<file path="src/rtl/mmio_pkg.sv">
// Shared definitions for the MMIO console responder: register offsets,
// STATUS bit positions and the byte-lane merge used by writable registers.
package mmio_pkg;

  typedef enum logic [1:0] {
    OFF_HALT   = 2'd0,
    OFF_TXDATA = 2'd1,
    OFF_STATUS = 2'd2,
    OFF_CYCLE  = 2'd3
  } reg_off_e;

  localparam int ST_EMPTY     = 0;
  localparam int ST_FULL      = 1;
  localparam int ST_OVF       = 2;
  localparam int ST_HALT      = 3;
  localparam int ST_COUNT_LSB = 8;

  // Replace only the byte lanes whose strobe is set.
  function automatic logic [31:0] be_merge(input logic [31:0] old_val,
                                           input logic [31:0] wdata,
                                           input logic [3:0]  be);
    logic [31:0] res;
    res = old_val;
    for (int i = 0; i < 4; i++) begin
      if (be[i]) res[8*i +: 8] = wdata[8*i +: 8];
    end
    return res;
  endfunction

endpackage

</file>
<file path="src/rtl/mmio_console_sync_fifo.sv">
// Synchronous FIFO for console bytes. A push into a full FIFO is still
// accepted when a pop frees an entry in the same cycle.
module sync_fifo #(
  parameter int DEPTH = 8,
  parameter int WIDTH = 8,
  parameter int CNT_W = $clog2(DEPTH) + 1
) (
  input  logic             clock,
  input  logic             reset,
  input  logic             push,
  input  logic             pop,
  input  logic [WIDTH-1:0] din,
  output logic [WIDTH-1:0] dout,
  output logic [CNT_W-1:0] count,
  output logic             full,
  output logic             empty,
  output logic             accept
);

  localparam int AW = $clog2(DEPTH);

  logic [WIDTH-1:0] mem [DEPTH];
  logic [AW-1:0]    wr_ptr;
  logic [AW-1:0]    rd_ptr;
  logic             do_pop;

  assign empty  = (count == '0);
  assign full   = (count == CNT_W'(DEPTH));
  assign do_pop = pop && !empty;
  assign accept = push && (!full || do_pop);
  assign dout   = mem[rd_ptr];

  // Pointers are AW bits wide, so wrap modulo DEPTH falls out of the adder.
  always_ff @(posedge clock) begin
    if (!reset) begin
      wr_ptr <= '0;
      rd_ptr <= '0;
      count  <= '0;
      for (int i = 0; i < DEPTH; i++) mem[i] <= '0;
    end else begin
      if (accept) begin
        mem[wr_ptr] <= din;
        wr_ptr      <= wr_ptr + AW'(1);
      end
      if (do_pop) rd_ptr <= rd_ptr + AW'(1);
      case ({accept, do_pop})
        2'b10:   count <= count + CNT_W'(1);
        2'b01:   count <= count - CNT_W'(1);
        default: count <= count;
      endcase
    end
  end

endmodule

</file>
<file path="src/rtl/mmio_console.sv">
// MMIO responder for the simulation harness: halt/result latch, console TX
// FIFO drained over valid/ready, status word and a free-running cycle counter.
module mmio_console
  import mmio_pkg::*;
#(
  parameter logic [31:0] BASE       = 32'hFFFFFFF0,
  parameter int          FIFO_DEPTH = 8,
  parameter int          CNT_W      = $clog2(FIFO_DEPTH) + 1
) (
  input  logic        clock,
  input  logic        reset,
  input  logic [31:0] bus_address,
  input  logic [31:0] bus_write_data,
  input  logic [3:0]  bus_byte_enable,
  input  logic        bus_read_enable,
  input  logic        bus_write_enable,
  output logic [31:0] bus_read_data,
  output logic [7:0]  tx_data,
  output logic        tx_valid,
  input  logic        tx_ready,
  output logic        done,
  output logic [31:0] halt_code
);

  logic             sel;
  reg_off_e         off;
  logic             wr;
  logic             halt_valid;
  logic             overflow;
  logic [31:0]      cycle;
  logic             push;
  logic             accept;
  logic             full;
  logic             empty;
  logic [CNT_W-1:0] count;
  logic [31:0]      status;
  logic             unused_addr_lsbs;

  assign sel              = (bus_address[31:4] == BASE[31:4]);
  assign off              = reg_off_e'(bus_address[3:2]);
  assign wr               = bus_write_enable && sel;
  assign push             = wr && (off == OFF_TXDATA) && bus_byte_enable[0];
  assign unused_addr_lsbs = ^bus_address[1:0];

  sync_fifo #(
    .DEPTH (FIFO_DEPTH),
    .WIDTH (8),
    .CNT_W (CNT_W)
  ) u_fifo (
    .clock  (clock),
    .reset  (reset),
    .push   (push),
    .pop    (tx_valid && tx_ready),
    .din    (bus_write_data[7:0]),
    .dout   (tx_data),
    .count  (count),
    .full   (full),
    .empty  (empty),
    .accept (accept)
  );

  assign tx_valid = !empty;
  assign done     = halt_valid && empty;

  always_ff @(posedge clock) begin
    if (!reset) begin
      halt_valid <= 1'b0;
      halt_code  <= '0;
      overflow   <= 1'b0;
      cycle      <= '0;
    end else begin
      if (wr && (off == OFF_HALT)) begin
        halt_valid <= 1'b1;
        halt_code  <= be_merge(halt_code, bus_write_data, bus_byte_enable);
      end
      if (push && !accept) begin
        overflow <= 1'b1;
      end else if (wr && (off == OFF_STATUS) && bus_write_data[ST_OVF]) begin
        overflow <= 1'b0;
      end
      // A software write to CYCLE takes the place of that cycle's increment.
      if (wr && (off == OFF_CYCLE)) begin
        cycle <= be_merge(cycle, bus_write_data, bus_byte_enable);
      end else begin
        cycle <= cycle + 32'd1;
      end
    end
  end

  always_comb begin
    status                       = '0;
    status[ST_EMPTY]             = empty;
    status[ST_FULL]              = full;
    status[ST_OVF]               = overflow;
    status[ST_HALT]              = halt_valid;
    status[ST_COUNT_LSB +: 8]    = 8'(count);
  end

  always_comb begin
    bus_read_data = '0;
    if (bus_read_enable && sel) begin
      case (off)
        OFF_HALT:   bus_read_data = halt_code;
        OFF_TXDATA: bus_read_data = '0;
        OFF_STATUS: bus_read_data = status;
        OFF_CYCLE:  bus_read_data = cycle;
        default:    bus_read_data = '0;
      endcase
    end
  end

endmodule
</file>
<file path="config.mk">
export PLATFORM = sky130hd
export DESIGN_NAME = mmio_console
export DESIGN_NICKNAME = d
export VERILOG_FILES = /design/src/rtl/mmio_pkg.sv /design/src/rtl/mmio_console_sync_fifo.sv /design/src/rtl/mmio_console.sv
export SDC_FILE = /design/constraint.sdc
export NUM_CORES = 1
export LEC_CHECK = 0
export ABC_CLOCK_PERIOD_IN_PS = 5000
export CAP_MARGIN = 5
export CORE_MARGIN = 2
export CORE_UTILIZATION = 56
export DETAILED_ROUTE_END_ITERATION = 8
export PLACE_DENSITY_LB_ADDON = 0.12
export SETUP_SLACK_MARGIN = 0.2
export SLEW_MARGIN = 15
export SYNTH_ARGS = -nofsm -noshare
export SYNTH_HDL_FRONTEND = slang
export SYNTH_SLANG_ARGS = --single-unit
export TNS_END_PERCENT = 30
</file>
<file path="constraint.sdc">
create_clock -name clock -period 5 [get_ports clock]
set_clock_uncertainty 0.15 [all_clocks]
set_input_delay 1.5 -clock clock [delete_from_list [all_inputs] [get_ports clock]]
set_output_delay 1.5 -clock clock [all_outputs]
set_load 0.1 [all_outputs]
</file>
==> flow_summary.html <==
<table>
<tr><th>Metric</th><th>Value</th></tr>
<tr><th colspan="2">STA</th></tr>
<tr><td>Achievable Freq</td><td>0.208 GHz</td></tr>
<tr><td>Number of endpoints with negative hold slack in the final report</td><td>0</td></tr>
<tr><td>Rel. slew slack</td><td>between 30% and 40%</td></tr>
<tr><td>Setup-violating endpoint count in the final report</td><td>0</td></tr>
<tr><td>Portion of the clock cycle consumed by the worst path in the final layout</td><td>96.2%</td></tr>
<tr><td>RSZ-0062 raised after global routing</td><td>true</td></tr>
<tr><td>Slack of the critical path</td><td>~190 ps</td></tr>
<tr><td>Min cycle time layout</td><td>~4800 ps</td></tr>
<tr><td>Post-Route Setup TNS</td><td>0 ps</td></tr>
<tr><td>Final count of pins violating max slew</td><td>0</td></tr>
<tr><td>Worst Max-Slew Pin Slew</td><td>997 ps</td></tr>
<tr><th colspan="2">Synth</th></tr>
<tr><td>Syn Nets</td><td>801</td></tr>
<tr><td>FFs w/ async S/R, synth</td><td>0%</td></tr>
<tr><td>Yosys synthesis warning count</td><td>0</td></tr>
<tr><td>EDFF count, synth</td><td>64</td></tr>
<tr><td>Leading post-synthesis cells by cell area</td><td>sky130_fd_sc_hd__edfxtp_1, sky130_fd_sc_hd__dfxtp_1, sky130_fd_sc_hd__and2_1</td></tr>
<tr><td>Number of distinct standard cells referenced by the synthesized netlist</td><td>56</td></tr>
<tr><td>Prevailing post-synth register cell</td><td>sky130_fd_sc_hd__dfxtp_1</td></tr>
<tr><td>Cell type with the largest total area after synthesis</td><td>sky130_fd_sc_hd__edfxtp_1</td></tr>
<tr><td>Register area share after synthesis</td><td>47.4%</td></tr>
<tr><td>Flop and latch count out of synthesis</td><td>143</td></tr>
<tr><td>Synthesized area</td><td>0.00739 sq mm</td></tr>
<tr><td>Area share of the largest cell type after synthesis</td><td>26.0%</td></tr>
<tr><td>Cell count after synthesis</td><td>722</td></tr>
<tr><td>Post-Syn Area per Cell</td><td>10.2 sq um</td></tr>
<tr><th colspan="2">Pwr</th></tr>
<tr><td>Pwr Total</td><td>between 2000 and 3000 uW</td></tr>
<tr><td>IR drop worst, VDD</td><td>0.280 mV</td></tr>
<tr><td>Leakage power summed over all cells</td><td>between 0.003 and 0.004 uW</td></tr>
<tr><td>Power Dens Cells</td><td>about 260 mW/mm^2</td></tr>
<tr><th colspan="2">Critical path</th></tr>
<tr><td>Critical path peak fanout</td><td>6</td></tr>
<tr><td>Endpoint arrival time on the critical path</td><td>between 3000 and 4000 ps</td></tr>
<tr><td>Crit-path most repeated cell</td><td>sky130_fd_sc_hd__buf_12</td></tr>
<tr><td>Cells traversed along the worst timing path</td><td>dlygate4sd2_1 &gt; nand4_1 &gt; nor3_2 &gt; buf_4 &gt; nand3_4 &gt; buf_12 &gt; buf_16 &gt; nor2_4 &gt; buf_12</td></tr>
<tr><td>Worst reg2reg path depth</td><td>10</td></tr>
<tr><td>Critical path required time</td><td>about 3400 ps</td></tr>
<tr><td>Slowest library cell on the worst path</td><td>sky130_fd_sc_hd__nor3_2</td></tr>
<tr><td>Class of the most critical setup path</td><td>in -&gt; out</td></tr>
<tr><td>Type of element capturing the critical path</td><td>primary output</td></tr>
<tr><td>Maximum single-stage delay on the critical path</td><td>330 ps</td></tr>
<tr><td>Crit path launch type</td><td>primary input</td></tr>
<tr><th colspan="2">Run status</th></tr>
<tr><td>Result of the run</td><td>finished, final reports clean</td></tr>
<tr><th colspan="2">Drt</th></tr>
<tr><td>Final routed wire length divided by cell count</td><td>22.4 microns</td></tr>
<tr><td>DR DRC count</td><td>0</td></tr>
<tr><td>Antenna Nets Post-Route</td><td>0</td></tr>
<tr><td>Routed wire length</td><td>24,500 microns</td></tr>
<tr><td>Total via count after detailed routing</td><td>7,044</td></tr>
<tr><td>Number of design-rule violations left by the first detailed-router iteration</td><td>824</td></tr>
<tr><td>Pre-antenna DRT Iters</td><td>9</td></tr>
<tr><td>Detailed-route vias per instance</td><td>about 6.4</td></tr>
<tr><th colspan="2">Finish</th></tr>
<tr><td>Finished Core Util</td><td>between 80% and 90%</td></tr>
<tr><td>Most frequent cells in the layout</td><td>sky130_fd_sc_hd__dfxtp_1, sky130_fd_sc_hd__clkdlybuf4s50_1, sky130_fd_sc_hd__buf_4</td></tr>
<tr><td>Most common cell after layout, fill and taps aside</td><td>sky130_fd_sc_hd__dfxtp_1</td></tr>
<tr><td>Filler-free cell count of the finished design</td><td>1,093</td></tr>
<tr><td>Layout filler cell count</td><td>675</td></tr>
<tr><td>Fraction of final layout cells with drive strength greater than 1</td><td>24.2%</td></tr>
<tr><td>Diodes inserted</td><td>0</td></tr>
<tr><td>Layout area overhead</td><td>44.8%</td></tr>
<tr><td>Final net count</td><td>987</td></tr>
<tr><th colspan="2">Placed design</th></tr>
<tr><td>Pre-CTS setup slack</td><td>-64.3 ps</td></tr>
<tr><td>Number of buffer cells added on primary ports</td><td>approximately 140</td></tr>
<tr><td>DPL Wire Length</td><td>15,100 microns</td></tr>
<tr><td>Placed Cells incl. Taps</td><td>1,022</td></tr>
<tr><td>Gpl congestion</td><td>roughly 0.87</td></tr>
<tr><th colspan="2">Die</th></tr>
<tr><td>Number of top-level design ports</td><td>147</td></tr>
<tr><td>Horiz. Die Dim</td><td>119 microns</td></tr>
<tr><td>Site Rows</td><td>41</td></tr>
<tr><td>Core Region</td><td>0.0128 sq mm</td></tr>
<tr><td>Die boundary height</td><td>119 microns</td></tr>
<tr><td>Starting density of the core</td><td>57.8%</td></tr>
<tr><td>Die area</td><td>0.0141 sq mm</td></tr>
<tr><th colspan="2">Clock network</th></tr>
<tr><td>Maximum clock path buffer count</td><td>2</td></tr>
<tr><td>Hold buffers post-CTS</td><td>0</td></tr>
<tr><td>CTS Buf Count</td><td>17</td></tr>
<tr><td>Later-pin clock latency in the skew report</td><td>roughly 430 ps</td></tr>
<tr><td>Clock tree from TritonCTS</td><td>yes</td></tr>
<tr><td>Register clock-pin slew on the reported worst setup and hold paths</td><td>about 60 ps</td></tr>
<tr><td>Clock tree sinks</td><td>143</td></tr>
<tr><td>Root buf cell</td><td>sky130_fd_sc_hd__clkbuf_16</td></tr>
<tr><td>Count of H-tree levels built during CTS</td><td>4</td></tr>
<tr><th colspan="2">Global route</th></tr>
<tr><td>Initial antenna violation count</td><td>0</td></tr>
<tr><td>Congestion Overflow GR</td><td>0</td></tr>
<tr><td>Wire length of the first global-routing pass</td><td>38,200 microns</td></tr>
<tr><td>Total Routing Usage GR</td><td>around a third</td></tr>
<tr><td>Number of global-route vias before repair</td><td>7,194</td></tr>
<tr><td>Largest net degree at the start of global routing</td><td>70</td></tr>
<tr><th colspan="2">Hold path</th></tr>
<tr><td>Min-Delay Path Class</td><td>reg -&gt; reg</td></tr>
<tr><td>Min-Delay Path Depth</td><td>2</td></tr>
<tr><th colspan="2">Run</th></tr>
<tr><td>Max-cap violation count</td><td>0</td></tr>
</table>
## routing by layer
| metal | global-route usage, % | part of all wire, % | up-vias |
|---|---|---|---|
| met4 | 18.1 | 5.1 | 0 |
| met2 | 61.4 | 52 | 449 |
| met3 | 7.42 | 8.1 | 115 |
| met5 | 0 | 0 | - |
| met1 | 40.0 | 35 | 3375 |
| li1 | - | - | 3105 |
## cells by family after synthesis
kind of cell,synth area share [%]
AND/OR/NAND/NOR,23.7
flip-flops,47.4
AO/OA/AOI/OAI,11.9
multiplexers,12.0
buffers and inverters,2.93
XOR/XNOR,0.949
adder cells (fa/ha/maj),1.02
## power by group
group	internal, uW	switching [uW]
Sequential	1240	9.73
Clock	832	508
Combinational	77.8	99.9
## area by class of cell
cell class	instances	area (sq um)	share of cell area, %
well taps	172	215	2.01
inverters	9	33.8	0.316
multi-input cells	526	3960	37.0
repair buffers	211	2350	22.0
flip-flops and latches	143	3500	32.8
clock buffers	21	472	4.41
clock inverters	11	153	1.43
## critical path: cells and delay by family
family | cells | cell delay [ps]
AND/OR/NAND/NOR | 4 | 750
buffers and inverters | 5 | 900
## stage by stage
stage               hold WS [ps]  area [sq um]
floorplan                    297          7630
global placement             323          9660
detailed placement           328          9660
CTS                          336         10600
global route                 368         10700
finish                       345         10700
## state kept, by name, summed over array words and instances, names as in the netlist, named ones only
signal,count
overflow,1
u_fifo.count,4
u_fifo.mem,64
cycle,32
halt_valid,1
u_fifo.wr_ptr,3
halt_code,32
u_fifo.rd_ptr,3
## path summary, 6_finish.rpt
path                                      start                 to  slack (ps)
worst min-delay path                 halt_valid         halt_valid         340
worst min register to register       halt_valid         halt_valid         340
worst max register to register  u_fifo.count[0]    u_fifo.count[2]        1870
worst max-delay path            bus_address[31]  bus_read_data[28]         190
## what timing repair did
action | CTS | global route
setup endpoints to repair | 32 | 85
resized for setup | 34 | 11
gates cloned | 2 | 1
pin swaps | 3 | 8
endpoints found under the hold margin | 0 | 0
setup buffers | 34 | 2
## Yosys cell counts (9+ instances only)
library cell	number
sky130_fd_sc_hd__a21oi_1	16
sky130_fd_sc_hd__a22oi_1	34
sky130_fd_sc_hd__a31oi_1	17
sky130_fd_sc_hd__and2_1	67
sky130_fd_sc_hd__clkbuf_1	31
sky130_fd_sc_hd__dfxtp_1	79
sky130_fd_sc_hd__edfxtp_1	64
sky130_fd_sc_hd__mux2_2	14
sky130_fd_sc_hd__mux2i_1	37
sky130_fd_sc_hd__mux4_2	16
sky130_fd_sc_hd__nand2_1	27
sky130_fd_sc_hd__nand3_1	41
sky130_fd_sc_hd__nand4_1	18
sky130_fd_sc_hd__nor2_1	86
sky130_fd_sc_hd__nor3_1	12
sky130_fd_sc_hd__o211ai_1	19
sky130_fd_sc_hd__o21ai_0	13
sky130_fd_sc_hd__or3_1	18
sky130_fd_sc_hd__or4_1	9
Power figures use the tool's default switching activity.
